### src/rtl/mem_access_unit.sv
`default_nettype none
// ============================================================================
// Module   : mem_access_unit
// Purpose  : MEM-stage load/store engine. Runs one req/ack bus transaction at
//            a time, with lane steering, load extension, misalign and timeout.
// Revision : 1.0 - initial release
// ============================================================================
module mem_access_unit #(
  parameter int TIMEOUT = 255
) (
  input  logic        clk,
  input  logic        rstn,
  input  logic        MemRead,
  input  logic        MemWrite,
  input  logic [2:0]  DMType,
  input  logic [31:0] addr,
  input  logic [31:0] wdata,
  output logic [31:0] rd_out,
  output logic        stall,
  output logic        misalign,
  output logic        bus_err,
  output logic        bus_req,
  output logic        bus_we,
  output logic [31:0] bus_addr,
  output logic [3:0]  bus_be,
  output logic [31:0] bus_wdata,
  input  logic        bus_ack,
  input  logic [31:0] bus_rdata
);

  localparam logic [1:0] S_IDLE = 2'd0;
  localparam logic [1:0] S_BUSY = 2'd1;
  localparam logic [1:0] S_DONE = 2'd2;
  localparam logic [9:0] c_timeout = 10'(TIMEOUT);

  logic [1:0]  r_state;
  logic [9:0]  r_cnt;
  logic [1:0]  r_a;
  logic [2:0]  r_dmt;
  logic        r_req, r_we, r_err;
  logic [31:0] r_addr, r_wdata, r_rd;
  logic [3:0]  r_be;

  logic        w_is_word, w_is_half, w_is_byte, w_mis, w_start_idle;
  logic [3:0]  w_be;
  logic [31:0] w_wd, w_load;
  logic [7:0]  w_byte;
  logic [15:0] w_half;
  logic [9:0]  w_cnt_next;
  logic        w_timeout;

  // Codes 101-111 fall back to word accesses.
  assign w_is_word    = (DMType == 3'b000) || (DMType >= 3'b101);
  assign w_is_half    = (DMType == 3'b001) || (DMType == 3'b010);
  assign w_is_byte    = (DMType == 3'b011) || (DMType == 3'b100);
  assign w_mis        = (w_is_word && (addr[1:0] != 2'b00)) || (w_is_half && addr[0]);
  assign w_start_idle = (r_state == S_IDLE) && (MemRead || MemWrite);

  assign misalign = w_start_idle && w_mis;
  assign stall    = (w_start_idle && !w_mis) || (r_state == S_BUSY);

  always_comb begin
    w_be = 4'b1111;
    w_wd = wdata;
    if (!MemWrite) begin
      w_wd = 32'd0;
    end else if (w_is_half) begin
      w_be = addr[1] ? 4'b1100 : 4'b0011;
      w_wd = {2{wdata[15:0]}};
    end else if (w_is_byte) begin
      w_be = 4'b0001 << addr[1:0];
      w_wd = {4{wdata[7:0]}};
    end
  end

  always_comb begin
    case (r_a)
      2'd0:    w_byte = bus_rdata[7:0];
      2'd1:    w_byte = bus_rdata[15:8];
      2'd2:    w_byte = bus_rdata[23:16];
      default: w_byte = bus_rdata[31:24];
    endcase
    w_half = r_a[1] ? bus_rdata[31:16] : bus_rdata[15:0];
    case (r_dmt)
      3'b001:  w_load = {{16{w_half[15]}}, w_half};
      3'b010:  w_load = {16'd0, w_half};
      3'b011:  w_load = {{24{w_byte[7]}}, w_byte};
      3'b100:  w_load = {24'd0, w_byte};
      default: w_load = bus_rdata;
    endcase
  end

  // r_cnt holds completed BUSY cycles; ack in the final cycle still wins.
  assign w_cnt_next = r_cnt + 10'd1;
  assign w_timeout  = !bus_ack && (w_cnt_next == c_timeout);

  always_ff @(posedge clk or negedge rstn) begin
    if (!rstn) begin
      r_state <= S_IDLE;
      r_cnt   <= 10'd0;
      r_a     <= 2'd0;
      r_dmt   <= 3'd0;
      r_req   <= 1'b0;
      r_we    <= 1'b0;
      r_err   <= 1'b0;
      r_addr  <= 32'd0;
      r_wdata <= 32'd0;
      r_be    <= 4'd0;
      r_rd    <= 32'd0;
    end else begin
      r_err <= 1'b0;
      case (r_state)
        S_IDLE: begin
          if (w_start_idle) begin
            if (w_mis) begin
              r_rd <= 32'd0;
            end else begin
              r_req   <= 1'b1;
              r_we    <= MemWrite;
              r_addr  <= {addr[31:2], 2'b00};
              r_be    <= w_be;
              r_wdata <= w_wd;
              r_a     <= addr[1:0];
              r_dmt   <= DMType;
              r_cnt   <= 10'd0;
              r_state <= S_BUSY;
            end
          end
        end
        S_BUSY: begin
          r_cnt <= w_cnt_next;
          if (bus_ack) begin
            r_req <= 1'b0;
            if (!r_we) r_rd <= w_load;
            r_state <= S_DONE;
          end else if (w_timeout) begin
            r_req   <= 1'b0;
            r_err   <= 1'b1;
            r_rd    <= 32'd0;
            r_state <= S_DONE;
          end
        end
        S_DONE:  r_state <= S_IDLE;
        default: r_state <= S_IDLE;
      endcase
    end
  end

  assign rd_out    = r_rd;
  assign bus_err   = r_err;
  assign bus_req   = r_req;
  assign bus_we    = r_we;
  assign bus_addr  = r_addr;
  assign bus_be    = r_be;
  assign bus_wdata = r_wdata;

endmodule
`default_nettype wire

### config.mk
export PLATFORM = sky130hd
export DESIGN_NAME = mem_access_unit
export DESIGN_NICKNAME = d
export VERILOG_FILES = /design/src/rtl/mem_access_unit.sv
export SDC_FILE = /design/constraint.sdc
export NUM_CORES = 1
export LEC_CHECK = 0
export ABC_AREA = 0
export BUFFER_PORTS_ARGS = -buffer_cell sky130_fd_sc_hd__buf_2
export CORE_ASPECT_RATIO = 0.75
export CORE_MARGIN = 2
export CORE_UTILIZATION = 36
export CTS_CLUSTER_DIAMETER = 60
export DETAILED_ROUTE_END_ITERATION = 12
export GPL_ROUTABILITY_DRIVEN = 0
export GPL_TIMING_DRIVEN = 0
export SYNTH_ARGS = -nofsm -noshare
export SYNTH_HDL_FRONTEND = slang
export SYNTH_SLANG_ARGS = --single-unit
### constraint.sdc
create_clock -name clk -period 2.4 [get_ports clk]
set_input_delay 0 -clock clk [delete_from_list [all_inputs] [get_ports clk]]
set_output_delay 0 -clock clk [all_outputs]
set_load 0.02 [all_outputs]
==> results of run 1 <==
cells in the mapped netlist (8+ instances only):
cell type,count
a21oi_1,42
a22o_1,16
clkbuf_1,34
dfrtp_1,118
mux2i_1,25
nand2_1,187
nor2_1,56
nor3_1,8
o21ai_0,64
o221ai_1,8
o22ai_1,9
o31ai_1,36
cells by family after synthesis:
kind of cell	share of synthesized area
and+or+nand+nor	0.1858
DFF	0.4973
xor gates and xnor gates	0.01032
other	0.0006315
adders and majority gates	0.004213
buffers and inverters	0.03919
muxes	0.04404
AOI/OAI and AO/OA	0.2185
path summary, 6_finish.rpt:
check,start,endpoint,slack (ns),cells after the start
max reg2reg,r_cnt[1],rd_out[25],0.12,8
min in group clk,bus_rdata[15],rd_out[15],0.03,3
min,rstn,rd_out[17],0.02,2
min reg2reg,bus_addr[3],bus_addr[3],0.47,2
max,r_cnt[1],rd_out[25],0.12,8
max in group asynchronous,rstn,bus_addr[9],1.63,3
report_power, final:
| part | switching [uW] | internal (uW) |
|---|---|---|
| sequential | 482 | 2800 |
| combinational | 3660 | 1920 |
| clock | 919 | 1910 |
per-stage QoR:
stage	setup slack [ns]	cell area, sq um	std cells
floorplan	0.1464	5942	682
detailed placement	-0.2443	7264	1098
CTS	0.006125	9020	1238
global route	-0.01695	9146	1241
finish	0.1161	9146	1241
global placement	-0.2695	7231	1097
repair_timing:
action,in CTS,in global routing
resized for setup,7,29
hold endpoints to repair,212,0
hold buffers,104,0
endpoints found under the setup margin,32,43
pin swaps,2,1
setup buffers,4,1
cloned,2,2
state kept, by name, summed over array words and instances (netlist names), 2 cells and up:
register and count:
bus_wdata 32, bus_be 4, r_state 2, rd_out 32, bus_addr 30, r_a 2, r_cnt 10, r_dmt 3
cell usage in the layout (no fill, tap or decap), drive strengths merged, types with 5 or more instances in the layout:
| cell | Yosys | layout |
|---|---|---|
| a21oi | 42 | 42 |
| o21ai | 66 | 66 |
| mux2i | 25 | 25 |
| inv | 7 | 7 |
| buf | 12 | 229 |
| o31ai | 36 | 36 |
| dlygate4sd3 | 0 | 104 |
| nor3 | 8 | 8 |
| o221ai | 8 | 8 |
| nand2 | 187 | 187 |
| nor2 | 56 | 56 |
| o21a | 7 | 7 |
| bufinv | 0 | 5 |
| a22o | 16 | 16 |
| nand3 | 7 | 7 |
| o22ai | 9 | 9 |
| dfrtp | 118 | 118 |
| clkbuf | 34 | 53 |
cell type report:
class / count / area, sq um
Sequential cell: 118 / 2954
Tap cell: 210 / 262.8
Clock buffer: 22 / 474.2
Clock inverter: 8 / 171.4
Inverter: 7 / 26.28
Timing Repair Buffer: 318 / 2166
Multi-Input combinational cell: 512 / 2873
Fill cell: 1436 / 6919
Buffer: 46 / 219.0
layer usage:
layer / wire length [microns] / GRT usage / vias to the layer above
li1: - / - / 3051
met1: 9969 / 0.3455 / 3083
met2: 9978 / 0.3949 / 264
met3: 1788 / 0.08556 / 18
met4: 193 / 0.07165 / 0
met5: 0 / 0 / -
critical path, cell delays in order, from the launching register on:
cell       delay [ns]
dfrtp_2          0.40
ha_4             0.17
nand3_2          0.10
or3_4            0.37
a2111oi_4        0.31
buf_4            0.19
o311ai_4         0.17
buf_6            0.21
o31ai_1          0.25
==> summary.md, run 1 <==
| Metric | Value |
|---|---|
| First-pass GRT wire length | 35.04 mm |
| Final period util | 0.9516 |
| Later-pin clock latency in the skew report | 0.43 ns |
| DR WL/cell | 17.67 microns |
| Critical Path RT | 2.73 ns |
| Synthesis-stage register bit count | 118 |
| Core ar. | 16,070 sq um |
| DPL Wire Length | 14.44 mm |
| Die area | 17,550 sq um |
| Post-Syn Area | 5938 sq um |
| Initial core utilization | 0.3696 |
| IO buf count | 205 |
| Max Buffers Root-to-Sink | 2 |
| Share of synthesized registers carrying an async set or reset | 1.000 |
| Proportion of layout cells with a drive suffix above 1 | 0.2696 |
| Synthesis Warnings | 0 |
| Synth unique cells | 48 |
| # clock sinks | 118 |
| Ports | 209 |
| Total design power | 11,700 uW |
| Ranking of synthesized cells by area | dfrtp_1, nand2_1, o21ai_0, o31ai_1, mux2i_1 |
| Setup Crit Path Kind | flop to flop |
| DRT iter0 DRCs | 442 |
| CP Launch Type | flop |
| Die H | 115.2 microns |
| Max_cap viols | 0 |
| Clk root buf | clkbuf_16 |
| Hold Path Class | input pin to async pin |
| Post-layout util | 0.5693 |
| Diodes inserted | 0 |
| Fin. Hold Viols | 0 |
| Setup Viol. Count Final | 0 |
| Max H-tree Level | 4 |
| Clock skew | 0.01615 ns |
| GRT overflow | 0 |
| Max VDD drop | 0.0006110 V |
| Power density cells | 1279 nW/um^2 |
| Vias per cell | 5.170 |
| RSZ-0062 raised after global routing | true |
| Tmin final | 2.284 ns |
| Gr usage total | 0.2553 |
| Initial antenna violation count | 0 |
| Routed via count | 6,416 |
| WP data arrival | 2.61 ns |
| Synth-to-layout area growth | 54.02% |
| Synthesized area per cell | 8.720 sq um |
| EDFF count, synth | 0 |
| Die X | 152.3 microns |
| Detail Route Antenna Nets | 0 |
| Worst hold slack | 0.02443 ns |
| Std-Cell Rows | 40 |
| Status | complete, no violations |
| # DRC | 0 |
| Net count, final | 1,126 |
| Max Freq | 0.4379 GHz |
| Largest net degree at the start of global routing | 88 |
| Clock transition at path regs | 0.05 ns |
| CP Capture Type | flop |
| Slew headroom | 0.3048 |
| Largest area contributor in the synthesized netlist | dfrtp_1 |
| Cell count after synthesis | 681 |
| Post-synth top area share | 0.4973 |
| Sequential share of the synthesized area | 0.4973 |
| Vias in the first global route | 6,492 |
| Slew @ Worst Pin | 1.039 ns |
| CTS tree | yes |
| TritonRoute pass-1 iters | 6 |
| Fin Setup TNS | 0 ns |
| Routed wire length | 21.93 mm |
| Slew Viols, Final | 0 |
| P_leak | 0.004463 uW |
| Max FO, Critical Path | 7 |
| Total CTS buffers | 17 |
| Ys flop type | dfrtp_1 |
No activity file was read; power rests on OpenSTA's default activity.
==> run 2, diff against run 1 <==
--- a/config.mk
+++ b/config.mk
@@ -14,6 +14,7 @@
 export DETAILED_ROUTE_END_ITERATION = 12
 export GPL_ROUTABILITY_DRIVEN = 0
 export GPL_TIMING_DRIVEN = 0
+export RECOVER_POWER = 50
 export SYNTH_ARGS = -nofsm -noshare
 export SYNTH_HDL_FRONTEND = slang
 export SYNTH_SLANG_ARGS = --single-unit
==> run 2 against run 1 <==
Net effect: the flow now finishes with violations (max-capacitance violations, max-slew violations); first-iteration DRC count is 0.90% higher; combinational power is 2% lower; total power is 0.82% lower; maximum frequency is 0.25% lower; clock power hardly changed; final area is 0.70% lower; global-route usage stayed put; largest cell class unchanged.
==> summary.md, run 2 (same netlist as run 1, synthesis figures left out) <==
| Metric | Value |
|---|---|
| CP bufs+invs | 2 (unchanged) |
| Crit-path slowest cell | dfrtp_2 |
| Later-pin clock latency in the skew report | 0.43 ns (about the same) |
| Synth-to-layout area growth | 52.95% |
| Std-Cell Rows | 40 (unchanged) |
| Fin Setup TNS | 0 ns (unchanged) |
| Vias per cell | 5.156 (-0.28%) |
| Max FO, Critical Path | 7 (unchanged) |
| Design Area, Final | 9082 sq um (-0.70%) |
| Total CTS buffers | 17 (unchanged) |
| Proportion of layout cells with a drive suffix above 1 | 0.2250 (-0.04462) |
| RSZ-0062 raised after global routing | true |
| Core ar. | 16,070 sq um (unchanged) |
| Clock skew | 0.01098 ns (-0.005171 ns) |
| Routed via count | 6,398 (-0.28%) |
| Status | finished with violations |
| Initial core utilization | 0.3696 (unchanged) |
| Max Freq | 0.4367 GHz (-0.25%) |
| Max VDD drop | 0.0005999 V (-1.8%) |
| Die H | 115.2 microns (unchanged) |
| Net count, final | 1,126 (unchanged) |
| Dpl ws | -0.2443 ns (unchanged) |
| CP top delay family | compound AO/OA/AOI/OAI gates |
| IO buf count | 205 (unchanged) |
| Area after DPL | 7264 sq um (unchanged) |
| Hold Path Class | input pin to flop |
| Setup Viol. Count Final | 0 (unchanged) |
| Vias in the first global route | 6,492 (unchanged) |
| Largest net degree at the start of global routing | 88 (unchanged) |
| Violated checks | max-capacitance violations, max-slew violations |
| Detail Route Antenna Nets | 0 (unchanged) |
| Critical Path RT | 2.72 ns (about the same) |
| Slew Viols, Final | 32 (+32) |
| CP Cell Sequence | ha_4 > nand3_2 > or3_4 > a2111oi_4 > buf_4 > o311ai_4 > buf_6 > o31ai_1 |
| CP Capture Type | flop |
| Max stage delay on crit path | 0.40 ns (about the same) |
| # clock sinks | 118 (unchanged) |
| Power density cells | 1277 nW/um^2 (-0.13%) |
| DRT iter0 DRCs | 446 (+0.90%) |
| Max Buffers Root-to-Sink | 2 (unchanged) |
| GRT overflow | 0 (unchanged) |
| WP data arrival | 2.61 ns (about the same) |
| DR WL/cell | 17.59 microns (-0.47%) |
| DPL Wire Length | 14.44 mm (unchanged) |
| Clock transition at path regs | 0.05 ns (about the same) |
| Slew @ Worst Pin | 1.868 ns (+0.8288 ns) |
| First-pass GRT wire length | 35.04 mm (unchanged) |
| Diodes inserted | 0 (unchanged) |
| Final WS setup | 0.1104 ns (-0.005766 ns) |
| Routed wire length | 21.83 mm (-0.47%) |
| Die X | 152.3 microns (unchanged) |
| CTS tree | yes |
| Final period util | 0.9540 (+0.002402) |
| Die area | 17,550 sq um (unchanged) |
| Max_cap viols | 1 (+1) |
| Most common cell after layout, fill and taps aside | nand2_1 |
| Ports | 209 (unchanged) |
| P_leak | 0.004291 uW (-3.9%) |
| Worst hold slack | 0.02913 ns (+0.004697 ns) |
| Max H-tree Level | 4 (unchanged) |
| Most frequent cells in the layout | nand2_1, buf_2, dfrtp_1 |
| # DRC | 0 (unchanged) |
| Initial antenna violation count | 0 (unchanged) |
| Fin. Hold Viols | 0 (unchanged) |
| Setup Crit Path Kind | flop to flop |
| Fillers | 1,465 (+2.0%) |
| Slew headroom | -0.2453 (-0.5502) |
| Clk root buf | clkbuf_16 |
| TritonRoute pass-1 iters | 5 (-1) |
| Tmin final | 2.290 ns (+0.005766 ns) |
| CP Launch Type | flop |
| Total design power | 11,600 uW (-0.82%) |
| Gr usage total | 0.2553 (unchanged) |
==> run 2: cell type report <==
class	instances	area, sq um	area share
clock inverters	8	171.4	0.01887
repair buffers	318	2102	0.2314
inverters	7	26.28	0.002893
well taps	210	262.8	0.02893
multi-input cells	512	2873	0.3163
clock buffers	22	474.2	0.05221
flip-flops and latches	118	2954	0.3253
plain buffers	46	219.0	0.02411
==> run 2: metrics by stage <==
stage | instances | util
6_report | 1241 | 0.5653
4_1_cts | 1238 | 0.5614
3_5_place_dp | 1098 | 0.4522
3_3_place_gp | 1097 | 0.4501
5_1_grt | 1241 | 0.5653
2_1_floorplan | 682 | -
==> run 2: power breakdown <==
group | switching, uW | internal (uW) | total [uW] | leakage (uW)
Combinational | 3640 | 1830 | 5480 | 0.00246
Sequential | 491 | 2800 | 3290 | 0.00152
Clock | 918 | 1910 | 2830 | 0.000312
==> run 2: worst paths after layout <==
check,start,to,cells past startpoint,slack [ns]
worst min register to register,bus_addr[25],bus_addr[25],2,0.47
worst min-delay path,bus_rdata[15],rd_out[15],3,0.03
worst max register to register,r_cnt[1],rd_out[31],8,0.11
min in group asynchronous,rstn,rd_out[17],2,0.63
max in group asynchronous,rstn,r_cnt[1],3,0.58
worst max-delay path,r_cnt[1],rd_out[31],8,0.11
==> run 2: worst min-delay path, cell delays in order <==
cell     delay [ns]
buf_2          0.14
o22ai_1        0.18
o31ai_1        0.08
==> run 2: what timing repair did <==
item | 4_1_cts | 5_1_grt
pin swaps | 2 | 1
setup endpoints to repair | 32 | 43
cloned | 2 | 2
gates resized for setup | 7 | 29
hold buffers | 104 | 0
endpoints found under the hold margin | 212 | 0
setup buffers | 4 | 1
==> run 2: per-layer routing <==
metal / vias to the layer above / track usage / wire [microns]
met2: 257 / 0.3949 / 10010
met1: 3073 / 0.3455 / 9881
met3: 16 / 0.08556 / 1762
met4: 0 / 0.07165 / 179
met5: - / 0 / 0
li1: 3052 / - / -
==> run 3, diff against run 2 <==
--- a/config.mk
+++ b/config.mk
@@ -5,7 +5,7 @@
 export SDC_FILE = /design/constraint.sdc
 export NUM_CORES = 1
 export LEC_CHECK = 0
-export ABC_AREA = 0
+export ABC_AREA = 1
 export BUFFER_PORTS_ARGS = -buffer_cell sky130_fd_sc_hd__buf_2
 export CORE_ASPECT_RATIO = 0.75
 export CORE_MARGIN = 2
==> run 3 against run 2 <==
Net effect: maximum frequency rose by 5.0%; the flow now finishes without violations; flip-flop and latch count did not move; synthesized cell count rose by 26%; largest cell class unchanged; sequential share of layout area rose by 0.80 points; combinational power rose by 5.8%; cell count rose by 12%; first-iteration DRC count rose by 2.0%; final area fell by 2.5%; worst hold slack got worse by 0.012 ns; sequential power rose by 5%; clock-buffer cell count fell by 1; non-clock buffer count fell by 41.
==> summary.md, run 3 <==
| Metric | Value |
|---|---|
| TritonRoute pass-1 iters | 5 (unchanged) |
| Slew Viols, Final | 0 (-100%) |
| Cell count after synthesis | 861 (+26%) |
| Post-layout util | 0.5249 (-0.04040) |
| Ports | 209 (unchanged) |
| Diodes inserted | 0 (unchanged) |
| Tmin final | 2.180 ns (-0.1094 ns) |
| P_leak | 0.004789 uW (+12%) |
| Slew @ Worst Pin | 1.166 ns (-0.7017 ns) |
| Detail Route Antenna Nets | 0 (unchanged) |
| Die H | 117.8 microns (+2.2%) |
| Setup Crit Path Kind | flop to flop |
| Power density cells | 1334 nW/um^2 (+4.5%) |
| Synth unique cells | 30 (-38%) |
| Synthesis Warnings | 0 (unchanged) |
| Clk root buf | clkbuf_16 |
| Reg-to-Reg Start | r_a[0] |
| Initial antenna violation count | 0 (unchanged) |
| DPL Wire Length | 14.51 mm (+0.49%) |
| Worst Min Path Start | bus_rdata[30] |
| Synthesis-stage register bit count | 118 (unchanged) |
| Crit-path slowest cell | nor2_1 |
| Max stage delay on crit path | 0.55 ns (+0.15 ns) |
| CP top delay family | simple AND/OR/NAND/NOR gates |
| First-pass GRT wire length | 32.66 mm (-6.8%) |
| WP data arrival | 2.54 ns (-0.07 ns) |
| RSZ-0062 raised after global routing | false |
| Vias per cell | 4.783 (-7.2%) |
| Die X | 155.7 microns (+2.2%) |
| # DRC | 0 (unchanged) |
| Max_cap viols | 0 (-1) |
| Fillers | 1,671 (+14%) |
| Synth cell count leaders | nand2_1, dfrtp_1, o21ai_0, nor2_1, inv_1 |
| Synthesized area per cell | 7.215 sq um (-17%) |
| Dpl ws | 0.2728 ns (+0.5171 ns) |
| Status | complete, no violations |
| Slew headroom | 0.2225 (+0.4678) |
| Max H-tree Level | 4 (unchanged) |
| Hold Crit Depth | 5 (+2) |
| Critical path depth in cells | 10 (+2) |
| Post-CTS Setup Bufs | 0 (-4) |
| Critical Path RT | 2.75 ns (+0.03 ns) |
| Std-Cell Rows | 41 (+2.5%) |
| Share of synthesized registers carrying an async set or reset | 1.000 (unchanged) |
| Post-synth top area share | 0.4753 (-0.02193) |
| DRT iter0 DRCs | 455 (+2.0%) |
| Max Buffers Root-to-Sink | 2 (unchanged) |
| Vias in the first global route | 6,204 (-4.4%) |
| Routed wire length | 20.26 mm (-7.2%) |
| Clock transition at path regs | 0.05 ns (about the same) |
| CP Capture Type | flop |
| Initial core utilization | 0.3681 (-0.001548) |
| CP bufs+invs | 1 (-1) |
| Max VDD drop | 0.0005887 V (-1.9%) |
| Post-Syn Area | 6212 sq um (+4.6%) |
| IO buf count | 206 (+0.49%) |
| Gr usage total | 0.2265 (-0.02884) |
| Max Freq | 0.4587 GHz (+5.0%) |
| GRT overflow | 0 (unchanged) |
| Routed via count | 6,668 (+4.2%) |
| Most frequent cells in the layout | nand2_1, buf_2, dfrtp_1 |
| EDFF count, synth | 0 (unchanged) |
| CP Launch Type | flop |
| Crit path from | r_a[0] |
| Final period util | 0.9084 (-0.04557) |
| Net count, final | 1,272 (+13%) |
| Later-pin clock latency in the skew report | 0.42 ns (about the same) |
| Core ar. | 16,880 sq um (+5.1%) |
| Total CTS buffers | 17 (unchanged) |
| Ranking of synthesized cells by area | dfrtp_1, nand2_1, o21ai_0, nor2_1, nand3_1 |
| Largest net degree at the start of global routing | 75 (-15%) |
| CTS tree | yes |
| R2r worst-path depth | 10 (+2) |
| # clock sinks | 118 (unchanged) |
| Max FO, Critical Path | 10 (+3) |
| Clock skew | 0.008870 ns (-0.002112 ns) |
| Die area | 18,330 sq um (+4.5%) |
| Ys flop type | dfrtp_1 |
| Proportion of layout cells with a drive suffix above 1 | 0.2061 (-0.01892) |
| Setup Viol. Count Final | 0 (unchanged) |
| Hold Path Class | input pin to flop |
| CP Cell Sequence | nor2_1 > nand2_1 > nand3_1 > nand3_1 > nand3_1 > nand2_2 > buf_4 > nor2_1 > nand3_1 > nand2_1 |
| Most common cell in the netlist | nand2_1 |
| Critical path's most frequent cell | nand3_1 |
| Largest area contributor in the synthesized netlist | dfrtp_1 |
| Fin. Hold Viols | 0 (unchanged) |
| DR WL/cell | 14.54 microns (-17%) |
| Total design power | 11,820 uW (+1.9%) |
| Placed cell count | 1,284 (+17%) |
| Synth-to-layout area growth | 42.62% |
| Final std cells w/o fill | 1,394 (+12%) |
| Final WS setup | 0.2197 ns (+0.1094 ns) |
| Most common cell after layout, fill and taps aside | nand2_1 |
| Sequential share of the synthesized area | 0.4753 (-0.02193) |
[run 3: changes by cell type in the layout (fill, tap and decap cells not counted), sizes merged, moves of 13 or more]
cell / previous run / this run
dlygate4sd3: 104 / 78
a21oi: 42 / 26
a22o: 16 / 0
nand2: 187 / 367
mux2i: 25 / 0
clkbuf: 99 / 86
o31ai: 36 / 0
nand3: 7 / 60
inv: 7 / 68
o21ai: 66 / 80
nor2: 56 / 81
[run 3: final timing paths]
path	end	slack, ns
max	rd_out[27]	0.22
min	rd_out[30]	0.02
max reg2reg	rd_out[27]	0.22
min reg2reg	rd_out[24]	0.47
max in group asynchronous	bus_addr[24]	1.11
min in group asynchronous	r_cnt[5]	0.35
[run 3: kinds of logic after synthesis]
family | after synthesis | synth area share
AOI/OAI and AO/OA | 111 | 0.09426
xor gates and xnor gates | 1 | 0.001410
adders and majority gates | 2 | 0.004028
buffers and inverters | 107 | 0.07794
DFF | 118 | 0.4753
other | 1 | 0.0006037
and+or+nand+nor | 521 | 0.3464
[run 3: report_power, final]
part           leakage, uW  total, uW  switching (uW)  internal, uW
registers          0.00153       3470             562          2900
logic              0.00297       5800            4020          1780
clock network     0.000285       2560             950          1610
total              0.00479      11800            5530          6290
[run 3: worst min-delay path, stage by stage]
cell and delay [ns]:
buf_2 0.11, nor2_1 0.10, nor2_1 0.06, nand3_1 0.07, nand2_1 0.05
[run 3: area by class of cell]
cell class	instances	area (sq um)	area share
inverter	69	259.0	0.02923
clock buffer	21	470.5	0.05310
sequential	118	2953	0.3333
multi-input combinational	637	2779	0.3137
timing repair buffer	285	1775	0.2004
tap	215	269.0	0.03036
buffer	38	230.2	0.02599
clock inverter	11	123.9	0.01398
[run 3: stage by stage]
step / area, sq um / TNS, ns / hold slack [ns]
3_5_place_dp: 7550 / 0 / -0.04574
3_3_place_gp: 7516 / -27.00 / 0.1930
5_1_grt: 8860 / 0 / 0.01975
6_report: 8860 / 0 / 0.01698
2_1_floorplan: 6216 / 0 / -0.2956
4_1_cts: 8925 / 0 / 0.0001469
[run 3: routing by layer]
layer	vias up	track usage	share of wire
li1	3319	-	-
met1	3066	0.3242	0.48
met5	-	0	0
met3	26	0.06627	0.076
met4	0	0.06537	0.014
met2	257	0.3321	0.43
[run 3: what timing repair did]
action	in CTS	in global routing
hold buffers	78	0
hold endpoints to repair	194	0
resized for setup	0	2
setup endpoints to repair	0	1
